$ cat src/rtl/mix_seq_pkg.sv
// mix_seq_pkg: shared widths, mode-to-gain table and FSM state type for mix_sequencer
package mix_seq_pkg;

    localparam int MODE_W = 2;
    localparam int GAIN_W = 2;

    // Gain codes per mode, entry m at bits [m*GAIN_W +: GAIN_W]: m3..m0
    localparam logic [4*GAIN_W-1:0] SW0_TBL = {2'b10, 2'b01, 2'b00, 2'b01};
    localparam logic [4*GAIN_W-1:0] SW1_TBL = {2'b01, 2'b01, 2'b01, 2'b00};

    typedef enum logic {SETTLE, RUN} state_e;

    function automatic logic [GAIN_W-1:0] sw0_of(input logic [MODE_W-1:0] m);
        return SW0_TBL[int'(m)*GAIN_W +: GAIN_W];
    endfunction

    function automatic logic [GAIN_W-1:0] sw1_of(input logic [MODE_W-1:0] m);
        return SW1_TBL[int'(m)*GAIN_W +: GAIN_W];
    endfunction

endpackage

$ cat src/rtl/mix_sequencer_btn_debounce.sv
// btn_debounce: 2-FF synchronizer, stable-level debouncer and 1-cycle rising-edge pulse
module btn_debounce #(
    parameter int DEB_CYC = 4
) (
    input  logic clk,
    input  logic rst_n,
    input  logic btn_i,
    output logic pulse_o
);

    localparam int CW = ($clog2(DEB_CYC) > 0) ? $clog2(DEB_CYC) : 1;

    logic          s1_q;
    logic          s2_q;
    logic          deb_q;
    logic          pulse_q;
    logic [CW-1:0] cnt_q;

    // Synchronize, then accept a new level only after DEB_CYC consecutive differing samples
    always_ff @(posedge clk or negedge rst_n) begin
        if (!rst_n) begin
            s1_q    <= 1'b0;
            s2_q    <= 1'b0;
            deb_q   <= 1'b0;
            pulse_q <= 1'b0;
            cnt_q   <= '0;
        end else begin
            s1_q    <= btn_i;
            s2_q    <= s1_q;
            pulse_q <= 1'b0;
            if (s2_q == deb_q) begin
                cnt_q <= '0;
            end else if (cnt_q == CW'(DEB_CYC - 1)) begin
                deb_q   <= s2_q;
                pulse_q <= s2_q;
                cnt_q   <= '0;
            end else begin
                cnt_q <= cnt_q + 1'b1;
            end
        end
    end

    assign pulse_o = pulse_q;

endmodule

$ cat src/rtl/mix_sequencer.sv
// mix_sequencer: mode/gain sequencer for signal_sum with settle blanking and sample pacing.
// Optional MIX_SEQ_PREV_BTN_EN adds a btn_prev input that steps the mode backwards.
module mix_sequencer
    import mix_seq_pkg::*;
#(
    parameter int DEB_CYC    = 4,
    parameter int DWELL_CYC  = 16,
    parameter int SETTLE_CYC = 3,
    parameter int SAMPLE_DIV = 4
) (
    input  logic              clk,
    input  logic              rst_n,
    input  logic              btn_next,
`ifdef MIX_SEQ_PREV_BTN_EN
    input  logic              btn_prev,
`endif
    input  logic              auto_en,
    input  logic              sample_ready,
    output logic [GAIN_W-1:0] sw0,
    output logic [GAIN_W-1:0] sw1,
    output logic [MODE_W-1:0] mode,
    output logic              settling,
    output logic              sample_valid
);

    localparam int DW = ($clog2(DWELL_CYC) > 0) ? $clog2(DWELL_CYC) : 1;
    localparam int SW = ($clog2(SETTLE_CYC) > 0) ? $clog2(SETTLE_CYC) : 1;
    localparam int VW = ($clog2(SAMPLE_DIV) > 0) ? $clog2(SAMPLE_DIV) : 1;

    state_e            state_q;
    logic [MODE_W-1:0] mode_q;
    logic [MODE_W-1:0] mode_d;
    logic [GAIN_W-1:0] sw0_q;
    logic [GAIN_W-1:0] sw1_q;
    logic [SW-1:0]     settle_q;
    logic [DW-1:0]     dwell_q;
    logic [VW-1:0]     div_q;
    logic              valid_q;
    logic              settling_q;
    logic              next_req;
    logic              prev_req;
    logic              dwell_exp;
    logic              trig;

    btn_debounce #(.DEB_CYC(DEB_CYC)) u_deb_next (
        .clk    (clk),
        .rst_n  (rst_n),
        .btn_i  (btn_next),
        .pulse_o(next_req)
    );

`ifdef MIX_SEQ_PREV_BTN_EN
    btn_debounce #(.DEB_CYC(DEB_CYC)) u_deb_prev (
        .clk    (clk),
        .rst_n  (rst_n),
        .btn_i  (btn_prev),
        .pulse_o(prev_req)
    );
`else
    assign prev_req = 1'b0;
`endif

    // Change trigger: one button edge (opposing edges cancel) or dwell expiry, RUN only
    always_comb begin
        dwell_exp = auto_en && (dwell_q == DW'(DWELL_CYC - 1));
        trig      = (state_q == RUN) && ((next_req ^ prev_req) || dwell_exp);
        mode_d    = (prev_req && !next_req) ? mode_q - 1'b1 : mode_q + 1'b1;
    end

    // Mode FSM with settle blanking, dwell timer and sample handshake
    always_ff @(posedge clk or negedge rst_n) begin
        if (!rst_n) begin
            state_q    <= SETTLE;
            mode_q     <= '0;
            sw0_q      <= sw0_of('0);
            sw1_q      <= sw1_of('0);
            settle_q   <= '0;
            dwell_q    <= '0;
            div_q      <= '0;
            valid_q    <= 1'b0;
            settling_q <= 1'b1;
        end else if (state_q == SETTLE) begin
            valid_q <= 1'b0;
            if (settle_q == SW'(SETTLE_CYC - 1)) begin
                state_q    <= RUN;
                settling_q <= 1'b0;
                settle_q   <= '0;
            end else begin
                settle_q <= settle_q + 1'b1;
            end
        end else if (trig) begin
            mode_q     <= mode_d;
            sw0_q      <= sw0_of(mode_d);
            sw1_q      <= sw1_of(mode_d);
            state_q    <= SETTLE;
            settling_q <= 1'b1;
            settle_q   <= '0;
            dwell_q    <= '0;
            div_q      <= '0;
            valid_q    <= 1'b0;
        end else begin
            dwell_q <= auto_en ? dwell_q + 1'b1 : '0;
            if (valid_q) begin
                if (sample_ready) valid_q <= 1'b0;
            end else if (div_q == VW'(SAMPLE_DIV - 1)) begin
                valid_q <= 1'b1;
                div_q   <= '0;
            end else begin
                div_q <= div_q + 1'b1;
            end
        end
    end

    assign sw0          = sw0_q;
    assign sw1          = sw1_q;
    assign mode         = mode_q;
    assign settling     = settling_q;
    assign sample_valid = valid_q;

endmodule

$ cat config.mk
export PLATFORM = sky130hd
export DESIGN_NAME = mix_sequencer
export DESIGN_NICKNAME = d
export VERILOG_FILES = /design/src/rtl/mix_seq_pkg.sv /design/src/rtl/mix_sequencer_btn_debounce.sv /design/src/rtl/mix_sequencer.sv
export SDC_FILE = /design/constraint.sdc
export NUM_CORES = 1
export LEC_CHECK = 0
export CAP_MARGIN = 20
export CELL_PAD_IN_SITES_DETAIL_PLACEMENT = 2
export CELL_PAD_IN_SITES_GLOBAL_PLACEMENT = 2
export CORE_MARGIN = 3
export CORE_UTILIZATION = 31
export DETAILED_ROUTE_END_ITERATION = 7
export PLACE_DENSITY_LB_ADDON = 0.2
export SKIP_LAST_GASP = 1
export SLEW_MARGIN = 20
export SYNTH_ARGS = -nofsm -noshare
export SYNTH_HDL_FRONTEND = slang
export SYNTH_SLANG_ARGS = --single-unit
$ cat constraint.sdc
create_clock -name clk -period 1.4 [get_ports clk]
set_clock_uncertainty 0.1 [all_clocks]
set_input_delay 0.14 -clock clk [delete_from_list [all_inputs] [get_ports clk]]
set_output_delay 0.14 -clock clk [all_outputs]
set_load 0.005 [all_outputs]
==> results.py <==
metrics = {
    "run_status": {
        "outcome": "finished with violations",
        "failed_checks": "negative setup slack",
    },
    "sta": {
        "final.setup.worst_slack_ps": -5.51,
        "setup_viol": 1,
        "hold_viol_final": 0,
        "setup-tns-final_ps": -5.51,
        "timing.fmax_mhz": 711,
        "min_period_ps": 1410,
        "report.final.slew_viol_count": 0,
        "fin_crit_sh_pct": 100,
        "rsz0062_at_grt": "true",
    },
    "worst_setup_path": {
        "r2r_setup_slack_ps": -6,
        "crit_end": "sw0[1]",
        "crit_fanout": 3,
        "critPathLaunch": "dwell_q[1]",
        "start_kind": "flip-flop",
        "required_ps": 1490,
        "endpoint_kind": "flip-flop",
        "r2r-start": "dwell_q[1]",
        "critical_path_arrival_ps": 1500,
        "rr_worst_depth": 4,
        "path_class": "flip-flop to flip-flop",
        "r2r-end": "sw0[1]",
    },
    "global_route": {
        "grtUsageTotal_pct": 14.1,
        "antenna_found_initial": 0,
        "grt_pass1_vias": 810,
        "grt_overflow": 0,
        "grt_max_degree": 23,
        "grt_first_pass_wirelength_um": 3840,
    },
    "logic_synthesis": {
        "syn_inst": 84,
        "yosysTopAreaCell": "dfrtp_1",
        "netlist_area_um2": 960,
        "synth_fp_nets": 94,
        "synth_area_leaders": "dfrtp_1, ha_1, dfstp_2, o21ai_1, nand3_1",
        "synth_ff_type": "dfrtp_1",
        "synth-seq-cells": 22,
        "synth_seq_area_share_pct": 57.6,
        "synth_most_common_cell": "dfrtp_1",
        "async_flop_share_pct": 100,
        "synth_common_cells": "dfrtp_1, o21ai_1, inv_1",
        "synth-warning-count": 0,
        "syn_area_per_cell_um2": 11.4,
        "synth_top_area_share_pct": 52.2,
        "synth-edff-count": 0,
        "ys_types": 29,
    },
    "placed_design": {
        "portBuffers": 11,
        "dp_slack_ps": -121,
        "hpwlAfterDp_um": 1570,
        "dpl-instance-area_um2": 1190,
        "gp_congestion": 0.715,
    },
    "power": {
        "power.static_leakage_nw": 0.629,
        "switchingPower_uw": 870,
        "seqPwrFrac_pct": 44.5,
        "power_density_nw_per_um2": 1900,
        "switching_share_pct": 35.9,
        "ir_drop_mv": 0.665,
        "pwr-share-clk_pct": 14.2,
        "power_frac_comb_pct": 41.3,
        "p_int_mw": 1.56,
    },
    "routing": {
        "dr.pass1.iters": 3,
        "drt_wl_total_um": 2230,
        "drtAntennaViolNets": 0,
        "wl_per_cell_um": 15.7,
        "via_per_inst": 5.03,
        "vias": 714,
        "drtIter0Drc": 12,
        "drc": 0,
    },
    "cts": {
        "worstSkewPairLatency_ps": 300,
        "path_clk_slew_ps": 130,
        "cts.sinks": 22,
        "root_buffer": "clkbuf_4",
        "htreeDepth": 1,
        "cts_buffer_depth": 2,
        "cts_buffers": 3,
        "cts_tree": "yes",
    },
    "flow_run": {
        "drv_cap": 0,
    },
    "floorplan": {
        "dieArea_um2": 3800,
        "die_h_um": 61.6,
        "die_w_um": 61.6,
        "fp-row-count": 19,
        "ios": 13,
        "start_util_pct": 33.6,
        "coreArea_um2": 2850,
    },
    "final_layout": {
        "drive_gt1_share_pct": 23.4,
        "diodes": 0,
        "post-route-util_pct": 44.7,
        "fin_nets": 122,
        "area_growth_pct": 32.9,
        "fill_cells": 316,
        "final_cell_area_um2": 1270,
    },
    "min_path": {
        "min_path_type": "input pin to async pin",
    },
}
-- cell families after synthesis --
family                     Yosys count  synth area share (%)
xor gates and xnor gates             3                  2.74
DFF                                 22                  57.6
muxes                                2                  2.61
adders and majority gates            5                  6.52
buffers and inverters                9                  4.04
other                                1                 0.391
and+or+nand+nor                     22                  12.0
AOI/OAI and AO/OA                   20                  14.1
-- metrics by stage --
step | hold WS [ps] | total power, mW | std cells
after floorplan | -256 | 1.59 | 84
after global placement | 236 | 1.99 | 134
after detailed placement | 241 | 2.05 | 134
after CTS | 76.5 | 2.46 | 142
after global routing | 77.4 | 2.68 | 142
final | 76.0 | 2.43 | 142
-- state kept, by name (all words and copies together), names as in the netlist --
register / cells
dwell_q: 4
div_q: 2
mode: 2
settle_q: 2
sw0: 2
u_deb_next.cnt_q: 2
sample_valid: 1
settling: 1
state_q: 1
sw1: 1
u_deb_next.deb_q: 1
u_deb_next.pulse_o: 1
u_deb_next.s1_q: 1
u_deb_next.s2_q: 1
-- layer usage --
layer / GRT usage (%) / routed length, um
met5: 0 / 0
met4: 4.55 / 20
met3: 2.10 / 59
met2: 23.0 / 1120
met1: 19.0 / 1040
-- worst min path at each step --
stage	startpoint	end	slack [ps]
floorplan	rst_n	div_q[0]	-260
global placement	u_deb_next.s1_q	u_deb_next.s2_q	240
detailed placement	u_deb_next.s1_q	u_deb_next.s2_q	240
CTS	rst_n	dwell_q[2]	80
global route	rst_n	dwell_q[0]	80
finish	rst_n	settle_q[0]	80
-- layout by cell type, fill, tap and decap left out, drive strengths merged --
master / netlist / routed
nor2b: 2 / 2
nand4b: 1 / 1
nand2: 5 / 5
a211oi: 1 / 1
clkdlybuf4s50: 0 / 4
o21ai: 10 / 10
clkbuf: 0 / 4
nor3: 1 / 1
conb: 1 / 1
xnor2: 2 / 2
mux2: 1 / 1
dfrtp: 20 / 20
o22ai: 1 / 1
buf: 2 / 14
mux2i: 1 / 1
a41oi: 1 / 1
a21oi: 2 / 2
a41o: 1 / 1
dfstp: 2 / 2
dlymetal6s2s: 0 / 1
nand3b: 1 / 1
xor2: 1 / 1
nand3: 6 / 6
inv: 7 / 7
dlygate4sd2: 0 / 6
o31ai: 1 / 1
o2bb2ai: 2 / 2
ha: 5 / 5
a22o: 1 / 1
nor2: 5 / 5
nand2b: 1 / 1
-- what timing repair did --
| action | 4_1_cts | 5_1_grt |
|---|---|---|
| pin swaps | 1 | 2 |
| buffers inserted | 4 | 0 |
| hold buffers | 0 | 0 |
| setup endpoints to repair | 16 | 8 |
| gates resized for setup | 7 | 3 |
-- cell type report --
class	count	area [um^2]	share of cell area, %
Sequential cell	22	553	43.4
Inverter	7	26.3	2.06
Multi-Input combinational cell	53	407	31.9
Clock buffer	4	36.3	2.85
Timing Repair Buffer	25	214	16.8
Tap cell	31	38.8	3.04
-- worst max-delay path: stages, from the launching register on --
cell	delay (ps)
dfrtp_1	430
ha_4	190
a41o_4	220
nand2_4	70
mux2_4	290
-- power groups by stage --
stage | clock network (mW) | registers (mW) | logic, mW
2_1_floorplan | 0 | 1.08 | 0.509
3_3_place_gp | 0 | 1.10 | 0.896
3_5_place_dp | 0 | 1.11 | 0.942
4_1_cts | 0.368 | 1.08 | 1.01
5_1_grt | 0.398 | 1.13 | 1.16
6_report | 0.345 | 1.08 | 1.00
Power figures use the tool's default switching activity.
